### src/rtl/sna_response_transmitter.sv
// Response path of the SNA bridge: turns AXI4-Lite B/R responses into NoC flits
// addressed to the requester whose return tag was queued when the request issued.
module sna_response_transmitter #(
   parameter int DATA_W    = 32,
   parameter int TAG_W     = 4,
   parameter int TAG_DEPTH = 4
) (
   input  logic              clk,
   input  logic              rst,
   input  logic              wr_tag_push,
   input  logic [TAG_W-1:0]  wr_tag,
   input  logic              rd_tag_push,
   input  logic [TAG_W-1:0]  rd_tag,
   input  logic [1:0]        bresp,
   input  logic              bvalid,
   output logic              bready,
   input  logic [DATA_W-1:0] rdata,
   input  logic [1:0]        rresp,
   input  logic              rvalid,
   output logic              rready,
   output logic [DATA_W-1:0] out_data,
   output logic [1:0]        out_type,
   output logic [TAG_W-1:0]  out_dest,
   output logic              out_valid,
   input  logic              out_on_off,
   output logic              tag_overflow
);
   localparam int PTR_W = $clog2(TAG_DEPTH);
   localparam int CNT_W = PTR_W + 1;

   localparam logic [1:0] TYPE_HEAD     = 2'b00;
   localparam logic [1:0] TYPE_TAIL     = 2'b10;
   localparam logic [1:0] TYPE_HEADTAIL = 2'b11;

   typedef enum logic [1:0] {IDLE, WR_SEND, RD_HEAD, RD_TAIL} state_t;

   // Channel index 0 = write (B), 1 = read (R)
   logic [1:0]            fifo_push;
   logic [1:0]            fifo_pop;
   logic [1:0]            fifo_nempty;
   logic [1:0]            fifo_drop;
   logic [1:0][TAG_W-1:0] fifo_push_tag;
   logic [1:0][TAG_W-1:0] fifo_head;

   assign fifo_push     = {rd_tag_push, wr_tag_push};
   assign fifo_push_tag = {rd_tag, wr_tag};

   genvar gi;
   generate
      for (gi = 0; gi < 2; gi++) begin : g_tag_fifo
         logic [TAG_W-1:0] mem_q [TAG_DEPTH];
         logic [TAG_W-1:0] mem_d [TAG_DEPTH];
         logic [PTR_W-1:0] wr_ptr_q, wr_ptr_d;
         logic [PTR_W-1:0] rd_ptr_q, rd_ptr_d;
         logic [CNT_W-1:0] count_q, count_d;
         logic             full;
         logic             do_push;

         // A pop frees the head slot in the same cycle, so a full FIFO still accepts a push then
         always_comb begin
            full     = (count_q == CNT_W'(TAG_DEPTH));
            do_push  = fifo_push[gi] & (~full | fifo_pop[gi]);
            mem_d    = mem_q;
            wr_ptr_d = wr_ptr_q;
            rd_ptr_d = rd_ptr_q;
            if (do_push) begin
               mem_d[wr_ptr_q] = fifo_push_tag[gi];
               wr_ptr_d        = wr_ptr_q + 1'b1;
            end
            if (fifo_pop[gi]) begin
               rd_ptr_d = rd_ptr_q + 1'b1;
            end
            count_d = count_q + CNT_W'(do_push) - CNT_W'(fifo_pop[gi]);
         end

         always_ff @(posedge clk) begin
            mem_q <= mem_d;
         end

         always_ff @(posedge clk) begin
            if (rst) begin
               wr_ptr_q <= '0;
               rd_ptr_q <= '0;
               count_q  <= '0;
            end else begin
               wr_ptr_q <= wr_ptr_d;
               rd_ptr_q <= rd_ptr_d;
               count_q  <= count_d;
            end
         end

         assign fifo_nempty[gi] = (count_q != '0);
         assign fifo_head[gi]   = mem_q[rd_ptr_q];
         assign fifo_drop[gi]   = fifo_push[gi] & full & ~fifo_pop[gi];
      end
   endgenerate

   state_t            state_q, state_d;
   logic              favour_rd_q, favour_rd_d;
   logic [1:0]        resp_q, resp_d;
   logic [DATA_W-1:0] data_q, data_d;
   logic [TAG_W-1:0]  tag_q, tag_d;
   logic              out_valid_q, out_valid_d;
   logic [1:0]        out_type_q, out_type_d;
   logic [DATA_W-1:0] out_data_q, out_data_d;
   logic [TAG_W-1:0]  out_dest_q, out_dest_d;
   logic              overflow_q, overflow_d;
   logic              cand_w, cand_r;
   logic              grant_w, grant_r;

   always_comb begin
      state_d     = state_q;
      favour_rd_d = favour_rd_q;
      resp_d      = resp_q;
      data_d      = data_q;
      tag_d       = tag_q;
      out_valid_d = 1'b0;
      out_type_d  = out_type_q;
      out_data_d  = out_data_q;
      out_dest_d  = out_dest_q;
      overflow_d  = overflow_q | (|fifo_drop);
      fifo_pop    = 2'b00;
      bready      = 1'b0;
      rready      = 1'b0;

      // A channel only competes once its return tag is known; contention flips the favour
      cand_w  = bvalid & fifo_nempty[0];
      cand_r  = rvalid & fifo_nempty[1];
      grant_w = cand_w & (~cand_r | ~favour_rd_q);
      grant_r = cand_r & ~grant_w;

      case (state_q)
         IDLE: begin
            if (!rst) begin
               if (grant_w) begin
                  bready      = 1'b1;
                  fifo_pop[0] = 1'b1;
                  resp_d      = bresp;
                  tag_d       = fifo_head[0];
                  state_d     = WR_SEND;
                  if (cand_r) begin
                     favour_rd_d = 1'b1;
                  end
               end else if (grant_r) begin
                  rready      = 1'b1;
                  fifo_pop[1] = 1'b1;
                  resp_d      = rresp;
                  data_d      = rdata;
                  tag_d       = fifo_head[1];
                  state_d     = RD_HEAD;
                  if (cand_w) begin
                     favour_rd_d = 1'b0;
                  end
               end
            end
         end
         WR_SEND: begin
            if (out_on_off) begin
               out_valid_d = 1'b1;
               out_type_d  = TYPE_HEADTAIL;
               out_data_d  = {{(DATA_W-3){1'b0}}, 1'b0, resp_q};
               out_dest_d  = tag_q;
               state_d     = IDLE;
            end
         end
         RD_HEAD: begin
            if (out_on_off) begin
               out_valid_d = 1'b1;
               out_type_d  = TYPE_HEAD;
               out_data_d  = {{(DATA_W-3){1'b0}}, 1'b1, resp_q};
               out_dest_d  = tag_q;
               state_d     = RD_TAIL;
            end
         end
         RD_TAIL: begin
            if (out_on_off) begin
               out_valid_d = 1'b1;
               out_type_d  = TYPE_TAIL;
               out_data_d  = data_q;
               out_dest_d  = tag_q;
               state_d     = IDLE;
            end
         end
         default: begin
            state_d = IDLE;
         end
      endcase
   end

   always_ff @(posedge clk) begin
      if (rst) begin
         state_q     <= IDLE;
         favour_rd_q <= 1'b0;
         resp_q      <= '0;
         data_q      <= '0;
         tag_q       <= '0;
         out_valid_q <= 1'b0;
         out_type_q  <= '0;
         out_data_q  <= '0;
         out_dest_q  <= '0;
         overflow_q  <= 1'b0;
      end else begin
         state_q     <= state_d;
         favour_rd_q <= favour_rd_d;
         resp_q      <= resp_d;
         data_q      <= data_d;
         tag_q       <= tag_d;
         out_valid_q <= out_valid_d;
         out_type_q  <= out_type_d;
         out_data_q  <= out_data_d;
         out_dest_q  <= out_dest_d;
         overflow_q  <= overflow_d;
      end
   end

   assign out_valid    = out_valid_q;
   assign out_type     = out_type_q;
   assign out_data     = out_data_q;
   assign out_dest     = out_dest_q;
   assign tag_overflow = overflow_q;

endmodule
### config.mk
export PLATFORM = sky130hd
export DESIGN_NAME = sna_response_transmitter
export DESIGN_NICKNAME = d
export VERILOG_FILES = /design/src/rtl/sna_response_transmitter.sv
export SDC_FILE = /design/constraint.sdc
export NUM_CORES = 1
export LEC_CHECK = 0
export BUFFER_PORTS_ARGS = -buffer_cell sky130_fd_sc_hd__clkbuf_2
export CAP_MARGIN = 30
export CORE_MARGIN = 3
export CORE_UTILIZATION = 55
export CTS_CLUSTER_SIZE = 25
export DETAILED_ROUTE_END_ITERATION = 8
export GPL_ROUTABILITY_DRIVEN = 0
export PLACE_DENSITY = 0.76
export SLEW_MARGIN = 15
export SYNTH_ARGS = -nofsm -noshare
export SYNTH_HDL_FRONTEND = slang
export SYNTH_SLANG_ARGS = --single-unit
### constraint.sdc
create_clock -name clk -period 3.2 [get_ports clk]
set_input_delay 0.32 -clock clk [delete_from_list [all_inputs] [get_ports clk]]
set_output_delay 0.32 -clock clk [all_outputs]
set_load 0.01 [all_outputs]
# Word level (Yosys, flattened, before mapping)
# Index checks and enable logic that the tools add are counted.
# totals
reg_bits	127
output_inout_bits	42
elab_cells	134
rom_bits	0
memories	0
ram_bits	0
latchBits	0
# classes
n_reduce_logical	18
div	0
add_sub_neg	8
order_cmp	6
muxes	41
n_shift	0
n_mul	0
bitwise	26
eq_ne	11
# ops
op	count
$mux W32	3
$pmux W32 S3	1
$bwmux W16	2
$mux W4	8
$mux W2	9
$bmux W4 S2	2
$demux W4 S2	2
$ge A3 B3 Y1 const B	4
$mux W1	12
$not A2 Y3	4
$pmux W2 S3	2
$and A1 B1 Y1	10
$reduce_bool A3 Y1	3
$add A2 B1 Y2 const B	4
$ne A2 B2 Y1 const B	4
$not A1 Y1	8
$reduce_and A4 Y1	2
$add A3 B1 Y3	2
$eq A3 B3 Y1 const B	2
$lt A3 B1 Y1 const B	2
$reduce_and A3 Y1	2
$reduce_or A2 Y1	3
$sub A3 B1 Y3	2
$eq A2 B2 Y1 const B	2
9 further kinds	15

# Depth between registers and ports, before layout
# Gate-level depths: netlist of the first run.
# logic_depth
word_depth	15
depth_mapped	13
depth_no_buf	12

# Worst setup path before layout of the first run
# OpenSTA, ideal clock, no wires.
# synth_path
kind	reg-to-reg
start	reg g_tag_fifo[0].count_q[1]
end	reg g_tag_fifo[1].count_q[2]
t_arrival_ps	2478
path_buffers	2
path_slack_ps	594
path_stages_with_launch	14
path_cell_list	dfxtp_1 o31ai_1 o211ai_2 buf_4 buf_6 nor2_1 ha_1 inv_1 ha_1 inv_1 fa_1 xor2_1 xnor2_1 nor2_1
# synth_between
elab_chain_cells	13
# synth_rtl
element	line_no	rtl
start, declared	55	logic [CNT_W-1:0] count_q, count_d;
start signal, assigned	88	count_q <= count_d;
$reduce_bool A3 Y1 (*)	92	assign fifo_nempty[gi] = (count_q != '0);
$and A1 B1 Y1 (*)	127	cand_w = bvalid & fifo_nempty[0];
$and A1 B1 Y1 (*)	129	grant_w = cand_w & (~cand_r | ~favour_rd_q);
$not A1 Y1 (no line)	-	
$and A1 B1 Y1	130	grant_r = cand_r & ~grant_w;
$mux W1	144	end else if (grant_r) begin
$mux W1 (*)	135	if (grant_w) begin
$mux W2 (*)	134	if (!rst) begin
$mux W2 (*)	132	case (state_q)
$or A1 B1 Y1	62	do_push = fifo_push[gi] & (~full | fifo_pop[gi]);
$and A1 B1 Y1	62	
$add A3 B1 Y3	73	count_d = count_q + CNT_W'(do_push) - CNT_W'(fifo_pop[gi]);
$sub A3 B1 Y3 (*)	73	
end signal, assigned	88	
end, declared	55	
# Every way passes the cells marked *; elsewhere a longest branch is shown, timed or not.
# A chain may end at the register's enable or synchronous reset.

# Final worst setup path of the first run
# Ends and elaborated chain as after synthesis.

==> metrics.txt, run 1 <==
Post-CTS Setup Inserts 0; core area 8806 um^2; WHS between 30 and 40 ps; Setup Viol. Count Final 0; status completed; Total Routed Length 10,490 um; nets@finish 626; DP HPWL around 7000 um; first-pass GRT wire length between 15,000 and 20,000 um; CP Launch Point g_tag_fifo[0].count_q[1]; Post-CTS Hold Buffers 0; Num CTS Buffers 17; hold path startpoint rdata[16]; row count 34; antenna violations before repair 0; Leak 2.469 nW; Worst Setup End Kind flop; Clock Latency Late Sink 500 ps; clock skew 6.672 ps; Critical Path AT 3190 ps; CTS clock-pin slew for the worst setup and hold paths 60 ps; root buffer cell clkbuf_8; Post-Syn Instances about 470; initial core utilization 0.5727; Final min period 2829 ps; maximum ir drop on the vdd rail 0.4520 mV; number of gates resized after CTS 0; async set-reset flop share out of synthesis 0; die area 10,360 um^2; Worst-Margin Slew 789.1 ps; sequential area share after synthesis 0.5676; placed instance area 5507 um^2; H-tree level count 4; final hold viol count 0; number of global-route vias before repair about 3,600; fin crit share 0.8841; number of flops mapped to enable cells by yosys 32; Synth Flop Type dfxtp_1; largest net degree at the start of global routing 83; setup TNS 0 ps; Mapped Area approximately 5000 um^2; final instance area slightly above 6000 um^2; DR WL/cell 15.38 um; unrepaired setup endpoints after global routing false; #FFs+latches synth 127; number of DRC markers in iteration 0 126; CP Class flop to flop; Slew headroom 0.4739; critical path peak fanout 5; Chip Width roughly 100 um; post-layout util 0.6954; GRT Util Overall 0.2101; Yosys Warn Count 0; total gr overflow 0; Sink Count 127; maxcap violations 0; DRC Markers 0; Power Total between 5 and 6 mW; via/cell ratio 5.443; area delta synth->final 21.41%; final slew viol count 0; required time of the critical path 3560 ps; Yosys cell types 48; P per Cell Area 862.6 nW/um^2; startpoint types flop; post-synthesis net count 539; ANT nets after route 0; # IOs 93; reg2reg start g_tag_fifo[0].count_q[1]; fmax 353.5 MHz; CTS Buffer Depth 2; Vias 3,712; DR pass1 iterations 4; Die Span Y between 100 and 150 um; share of cells above drive strength 1 0.2613; diode count 0; TritonCTS clock tree built; HP Class primary input to flop; Buffers on Ports 92; Syn Area/Cell 10.64 um^2
[layout make-up]
| cell class | instances | area, um^2 |
|---|---|---|
| inverter | 16 | 60.06 |
| multi-input combinational | 300 | 1933 |
| clock inverter | 10 | 121.4 |
| tap | 108 | 135.1 |
| sequential | 127 | 2863 |
| timing repair buffer | 99 | 515.5 |
| clock buffer | 22 | 495.5 |
| fill | 656 | 2683 |
[cell usage in the layout (no fill, tap or decap), types with 3 or more instances in the layout]
cell and count:
a211oi_2 6, a21oi_1 45, a22oi_1 29, and3_1 5, buf_4 8, clkbuf_16 18, clkbuf_2 91, clkbuf_8 3
clkinvlp_4 3, dfxtp_1 95, edfxtp_1 32, ha_1 12, inv_1 16, mux2i_1 8, mux4_1 4, mux4_2 4
nand2_1 82, nand2b_1 4, nand3_1 4, nor2_1 53, nor2b_1 3, nor3b_1 3, o21ai_0 3, xnor2_1 3
xor2_1 3
[worst paths after layout]
path	slack [ps]	cells past startpoint	end
min reg2reg	450	2	data_q[17]
max	370	12	g_tag_fifo[1].count_q[2]
min	30	3	data_q[16]
max reg2reg	370	12	g_tag_fifo[1].count_q[2]
[worst max-delay path, cell delays in order, from the launching register on]
cell and delay (ps):
dfxtp_1 360, o31ai_1 390, o211ai_2 150, o21ai_0 430, nand2_1 110, ha_1 280, inv_1 50, ha_1 130
inv_1 50, fa_1 370, xor2_1 180, xnor2_1 140, nor2_1 50
[flip-flops by register name (all words and copies together) (netlist names), 4 cells and up]
register / count
g_tag_fifo.count_q: 6
tag_q: 4
g_tag_fifo.wr_ptr_q: 4
g_tag_fifo.mem_q: 32
out_dest: 4
g_tag_fifo.rd_ptr_q: 4
data_q: 32
out_data: 32
[logic make-up after synthesis]
logic type | count (synthesis) | synth area share
and+or+nand+nor | 163 | 0.1399
muxes | 18 | 0.05904
xor gates and xnor gates | 6 | 0.01042
AOI/OAI and AO/OA | 99 | 0.1355
buffers and inverters | 47 | 0.04987
adders and majority gates | 14 | 0.03771
DFF | 127 | 0.5676
[report_power, final]
part / leakage, nW / internal (mW) / switching, mW
clock network: 0.295 / 1.25 / 0.699
logic: 1.11 / 0.497 / 0.743
registers: 1.07 / 1.91 / 0.188
total: 2.47 / 3.65 / 1.63
[routing by layer]
layer / global-route usage / part of all wire / vias to the layer above / wire length, um
li1: - / - / 1830 / -
met3: 0.06129 / 0.051 / 14 / 534
met4: 0.08384 / 0.015 / 0 / 153
met1: 0.2660 / 0.43 / 1777 / 4524
met2: 0.3400 / 0.50 / 91 / 5278
met5: 0 / 0 / - / 0
[metrics by stage]
| step | setup WS [ps] | instances |
|---|---|---|
| floorplan | 594.0 | 474 |
| global placement | 527.8 | 650 |
| detailed placement | 401.9 | 650 |
| CTS | 376.1 | 682 |
| global route | 129.3 | 682 |
| finish | 370.7 | 682 |
[cell usage after synthesis, types with 2 or more instances]
library cell | instances | share of area
a21boi_1 | 2 | 0.0030
xnor2_1 | 3 | 0.0052
o21a_1 | 2 | 0.0030
nand3_1 | 4 | 0.0040
o21ai_0 | 3 | 0.0030
and3_1 | 5 | 0.0062
mux4_1 | 4 | 0.021
edfxtp_1 | 32 | 0.19
buf_6 | 5 | 0.011
nor3b_1 | 3 | 0.0045
nor2b_1 | 3 | 0.0037
nand2_1 | 82 | 0.061
a22oi_1 | 29 | 0.043
xor2_1 | 3 | 0.0052
dfxtp_1 | 95 | 0.38
a311oi_1 | 2 | 0.0035
fa_1 | 2 | 0.0079
buf_2 | 11 | 0.011
clkbuf_8 | 2 | 0.0055
a21oi_1 | 45 | 0.045
mux2_2 | 2 | 0.0045
ha_1 | 12 | 0.030
a211oi_2 | 6 | 0.015
buf_1 | 2 | 0.0015
inv_1 | 16 | 0.012
nand2b_1 | 4 | 0.0050
nor2_1 | 53 | 0.039
clkbuf_1 | 10 | 0.0074
nor3b_2 | 2 | 0.0050
mux2i_1 | 8 | 0.016
or3_1 | 2 | 0.0025
mux4_2 | 4 | 0.018
No activity file was read; power rests on OpenSTA's default activity.
==> run 2, diff against run 1 <==
BUFFER_PORTS_ARGS = not set   (was -buffer_cell sky130_fd_sc_hd__clkbuf_2)
CORE_UTILIZATION = 60   (was 55)
DONT_BUFFER_PORTS = 1   (was not set)
PLACE_DENSITY = 0.73   (was 0.76)
==> run 2 against run 1 <==
  * Sequential cell count stayed put
  * Clock-buffer cell count down 3
  * Combinational power shrank 5%
  * Critical path depth unchanged
  * Fmax is 0.48% lower
  * Wire length is 0.47% higher
  * Core utilization rose by 8.1 points
  * Non-clock buffer count decreased by 48
  * Worst hold slack gained 2.2 ps
  * Clock power is 6% higher
  * Final area increased by 0.47%
==> metrics.txt, run 2 (synthesis results as in run 1) <==
status completed; WHS 34.32 ps (+2.198 ps); P per Cell Area 872.2 nW/um^2 (+1.1%); final instance area 6152 um^2 (+0.47%); DR WL/cell 16.78 um (+9.1%); largest net degree at the start of global routing 94 (+13%); CP Class flop to flop; initial core utilization 0.6362 (+0.06346); Fillers 530 (-19%); Total Routed Length 10,540 um (+0.47%); WHS Endpoint g_tag_fifo[1].wr_ptr_q[0]; critical path peak fanout 18 (+13); Worst Setup End Kind flop; WHS Path Cells 2 (-1); final slew viol count 0 (unchanged); antenna violations before repair 0 (unchanged); CP Launch Point state_q[1]; Num CTS Buffers 17 (unchanged); Vias 3,536 (-4.7%); startpoint types flop; R2R depth 12 (unchanged); Buffers on Ports 0 (-100%); DP Cell Count 552 (-15%); Sink Count 127 (unchanged); reg2reg end g_tag_fifo[1].count_q[2]; post-layout util 0.7760 (+0.08067); most frequent cells in the layout dfxtp_1 (95), nand2_1 (82), nor2_1 (53); GRT Util Overall 0.2315 (+0.02137); nets@finish 578 (-7.7%); first-pass GRT wire length 17,500 um (+3.9%); Chip Width 97.69 um (-4.0%); hold path startpoint rst; DR pass1 iterations 5 (+1); H-tree level count 4 (unchanged); commonest non-fill, non-tap cell in the layout dfxtp_1; Die Span Y 97.69 um (-4.0%); Slew headroom 0.6524 (+0.1784); unrepaired setup endpoints after global routing false; number of global-route vias before repair 3,601 (+0.76%); required time of the critical path 3580 ps (+20 ps); Final Non-Filler Cells 628 (-7.9%); share of cells above drive strength 1 0.1141 (-0.1473); Worst-Margin Slew 521.5 ps (-267.6 ps); area delta synth->final 21.98%; diode count 0 (unchanged); ANT nets after route 0 (unchanged); HP Class primary input to flop; # IOs 93 (unchanged); CTS Buffer Depth 2 (unchanged); final hold viol count 0 (unchanged); fin crit share 0.8884 (+0.004245); DP HPWL 6403 um (-8.3%); CTS clock-pin slew for the worst setup and hold paths 60 ps (about the same); row count 32 (-5.9%); TritonCTS clock tree built; clock skew 10.30 ps (+3.626 ps); die area 9542 um^2 (-7.8%); Leak 2.284 nW (-7.5%); Critical Path AT 3230 ps (+40 ps); number of DRC markers in iteration 0 158 (+25%); fmax 351.8 MHz (-0.48%); Clock Latency Late Sink 510 ps (about the same); via/cell ratio 5.631 (+3.4%); maximum ir drop on the vdd rail 0.5404 mV (+20%); DRC Markers 0 (unchanged); placed instance area 5045 um^2 (-8.4%); root buffer cell clkbuf_8; total gr overflow 0 (unchanged); reg2reg start state_q[1]; setup slack, reg-to-reg 360 ps (about the same); core area 7928 um^2 (-10%); Setup Viol. Count Final 0 (unchanged); Final min period 2843 ps (+13.58 ps); maxcap violations 0 (unchanged); setup TNS 0 ps (unchanged)
==> run 2: cell count changes in the layout (fill, tap and decap cells not counted), moves of 2 or more <==
cell	change
inv_6	+3
clkinv_4	+2
dlygate4sd3_1	+43
bufinv_16	+2
clkbuf_2	-91
clkinvlp_4	-3
==> run 2: how the worst max path moves through the flow <==
stage / end / cells after the start
after floorplan: g_tag_fifo[1].count_q[2] / 13
after global placement: g_tag_fifo[1].count_q[2] / 12
after detailed placement: g_tag_fifo[1].count_q[2] / 12
after CTS: g_tag_fifo[1].count_q[2] / 12
after global routing: g_tag_fifo[1].count_q[2] / 12
final: g_tag_fifo[1].count_q[2] / 12
==> run 2: layout make-up <==
cell class | count | area [um^2] | area share
multi-input combinational | 300 | 1942 | 0.3156
tap | 102 | 127.6 | 0.02074
sequential | 127 | 2863 | 0.4653
clock inverter | 13 | 196.4 | 0.03193
clock buffer | 19 | 452.9 | 0.07362
inverter | 16 | 60.06 | 0.009762
timing repair buffer | 51 | 510.5 | 0.08298
==> run 2: through the flow <==
stage | worst slack, ps | total power [mW]
after floorplan | 594.0 | 3.105
after global placement | 481.0 | 3.223
after detailed placement | 379.6 | 3.267
after CTS | 345.2 | 5.400
after global routing | 88.46 | 5.663
final | 357.2 | 5.366
==> run 2: what timing repair did <==
| item | in CTS | in global routing |
|---|---|---|
| gates resized for setup | 0 | 0 |
| hold buffers | 44 | 0 |
| hold endpoints to repair | 125 | 0 |
| setup buffers | 0 | 0 |
==> run 2: critical path: stages, from the launching register on <==
cell and delay (ps):
dfxtp_1 430, nor3b_2 400, o211ai_4 260, o21ai_0 290, nand2_1 90, ha_1 270, inv_1 60, ha_1 130
inv_1 50, fa_1 370, xor2_1 180, xnor2_1 140, nor2_1 50
==> run 2: power by group <==
part / internal (mW) / switching (mW) / leakage (nW)
sequential: 1.91 / 0.220 / 1.07
clock: 1.35 / 0.708 / 0.319
combinational: 0.496 / 0.688 / 0.899
==> run 2: metal layers <==
layer	vias up	global-route usage	share of wire
li1	1732	-	-
met1	1675	0.2799	0.41
met2	119	0.3795	0.50
met3	10	0.08615	0.078
met4	0	0.08307	0.011
met5	-	0	0
==> run 3, diff against run 2 <==
CELL_PAD_IN_SITES_DETAIL_PLACEMENT = 1   (was not set)
CELL_PAD_IN_SITES_GLOBAL_PLACEMENT = 1   (was not set)
CORE_UTILIZATION = 49   (was 60)
PLACE_DENSITY = 0.76   (was 0.73)
==> run 3 against run 2 <==
  * Cell count increased by 4.8%
  * Critical path type unchanged
  * Fmax decreased by 1.9%
  * Clock power decreased by 12%
  * Worst hold slack improved by 6.2 ps
  * First-iteration DRC count decreased by 3.2%
  * Clock skew decreased by 3.6 ps
==> metrics.txt, run 3 (synthesis results as in run 1) <==
status completed; root buffer cell clkbuf_8; Setup Viol. Count Final 0 (unchanged); Num CTS Buffers 17 (unchanged); sequential power share 0.411 (+0.015); H-tree level count 4 (unchanged); GRT Util Overall 0.2318 (+0.0002961); maximum ir drop on the vdd rail 0.4816 mV (-11%); Slew headroom 0.6328 (-0.01951); Critical Path AT 3300 ps (+70 ps); CP Class flop to flop; area delta synth->final 20.66%; unrepaired setup endpoints after global routing false; setup TNS 0 ps (unchanged); row count 36 (+13%); antenna violations before repair 1 (+1); Buffers on Ports 0 (unchanged); Leak 2.233 nW (-2.2%); clock skew 6.663 ps (-3.635 ps); Sink Count 127 (unchanged); commonest non-fill, non-tap cell in the layout dfxtp_1; Worst Setup End Kind flop; WHS 40.55 ps (+6.227 ps); Slowest cell on crit path or3_4; Post-CTS Setup Inserts 0 (unchanged); Worst-Margin Slew 550.7 ps (+29.27 ps); HP Class primary input to flop; fmax 345.0 MHz (-1.9%); number of DRC markers in iteration 0 153 (-3.2%); DRC Markers 0 (unchanged); core area 9910 um^2 (+25%); total gr overflow 0 (unchanged); startpoint types flop; # IOs 93 (unchanged); Fillers 1,025 (+93%); Clock Latency Late Sink 530 ps (+20 ps); post-layout util 0.6141 (-0.1619); TritonCTS clock tree built; die area 11,550 um^2 (+21%); Die Span Y 107.5 um (+10%); required time of the critical path 3600 ps (+20 ps); Psw 1.628 mW (+0.75%); Total Routed Length 12,630 um (+20%); Clk pwr share 0.350 (-0.033); CTS clock-pin slew for the worst setup and hold paths 60 ps (about the same); critical path peak fanout 39 (+21); fin crit share 0.9058 (+0.01744); final hold viol count 0 (unchanged); P per Cell Area 854.4 nW/um^2 (-2.0%); final slew viol count 0 (unchanged); sw frac 0.3131 (+0.01196); DR WL/cell 19.20 um (+14%); share of cells above drive strength 1 0.1011 (-0.01292); maxcap violations 0 (unchanged); Vias 3,609 (+2.1%); Pint 3.572 mW (-4.8%); worst slack, placed 344.2 ps (-35.44 ps); Comb power frac 0.239 (+0.018); via/cell ratio 5.485 (-2.6%); most frequent cells in the layout dfxtp_1 (95), nand2_1 (82), nor2_1 (53); slowest stage delay, CP 430 ps (about the same); first-pass GRT wire length 20,040 um (+15%); cells along the critical path or3_4, o211ai_4, buf_4, nor2_1, ha_1, inv_1, ha_1, inv_1, fa_1, xor2_1, xnor2_1, nor2_1; setup ws final 301.4 ps (-55.81 ps); ANT nets after route 0 (unchanged); largest net degree at the start of global routing 96 (+2.1%); DP HPWL 7474 um (+17%); nets@finish 576 (-0.35%); initial core utilization 0.5090 (-0.1272); Chip Width 107.5 um (+10%); DR pass1 iterations 5 (unchanged); Final min period 2899 ps (+55.81 ps); CTS Buffer Depth 2 (unchanged); number of global-route vias before repair 3,896 (+8.2%)
run 3: layout make-up:
cell class,instances,area (um^2),share of cell area
sequential,127,2863,0.4704
multi-input combinational,300,1942,0.3191
timing repair buffer,49,493.0,0.08100
clock buffer,26,478.0,0.07854
tap,133,166.4,0.02734
clock inverter,6,81.33,0.01336
inverter,16,60.06,0.009868
antenna,1,2.502,0.0004112
run 3: through the flow:
step / power, mW / instances / area (um^2)
after floorplan: 3.105 / 474 / 5044
after global placement: 3.241 / 582 / 5076
after detailed placement: 3.321 / 582 / 5076
after CTS: 5.245 / 657 / 6083
after global routing: 5.506 / 658 / 6086
final: 5.200 / 658 / 6086
run 3: timing repair:
| action | 4_1_cts | 5_1_grt |
|---|---|---|
| endpoints found under the hold margin | 125 | 0 |
| resized for setup | 0 | 0 |
| setup endpoints to repair | 0 | 0 |
| hold buffers | 43 | 0 |
run 3: worst paths after layout:
path,cells after the start,from,slack (ps),to
min,2,rst,40,g_tag_fifo[1].wr_ptr_q[0]
max,12,g_tag_fifo[1].count_q[1],300,g_tag_fifo[1].count_q[2]
max reg2reg,12,g_tag_fifo[1].count_q[1],300,g_tag_fifo[1].count_q[2]
min reg2reg,2,data_q[2],450,data_q[2]
run 3: layer usage:
| metal | vias up | track usage | part of all wire |
|---|---|---|---|
| met1 | 1767 | 0.2598 | 0.39 |
| met2 | 98 | 0.4008 | 0.52 |
| met5 | - | 0 | 0 |
| met4 | 0 | 0.07574 | 0.015 |
| met3 | 17 | 0.09478 | 0.073 |
| li1 | 1727 | - | - |
run 3: critical path: cells and delay by family (launching register included):
family | cells | cell delay (ps)
compound gates | 1 | 90
xor+xnor | 2 | 360
buf+inv | 3 | 520
flops | 1 | 390
fa+ha+maj | 3 | 810
simple gates | 3 | 590
run 3: power groups by stage:
stage | Sequential, mW | Clock [mW] | Combinational (mW)
after CTS | 2.14 | 1.85 | 1.25
after global placement | 2.15 | 0 | 1.09
final | 2.14 | 1.82 | 1.24
after global routing | 2.18 | 1.93 | 1.40
after detailed placement | 2.17 | 0 | 1.15
after floorplan | 2.08 | 0 | 1.03
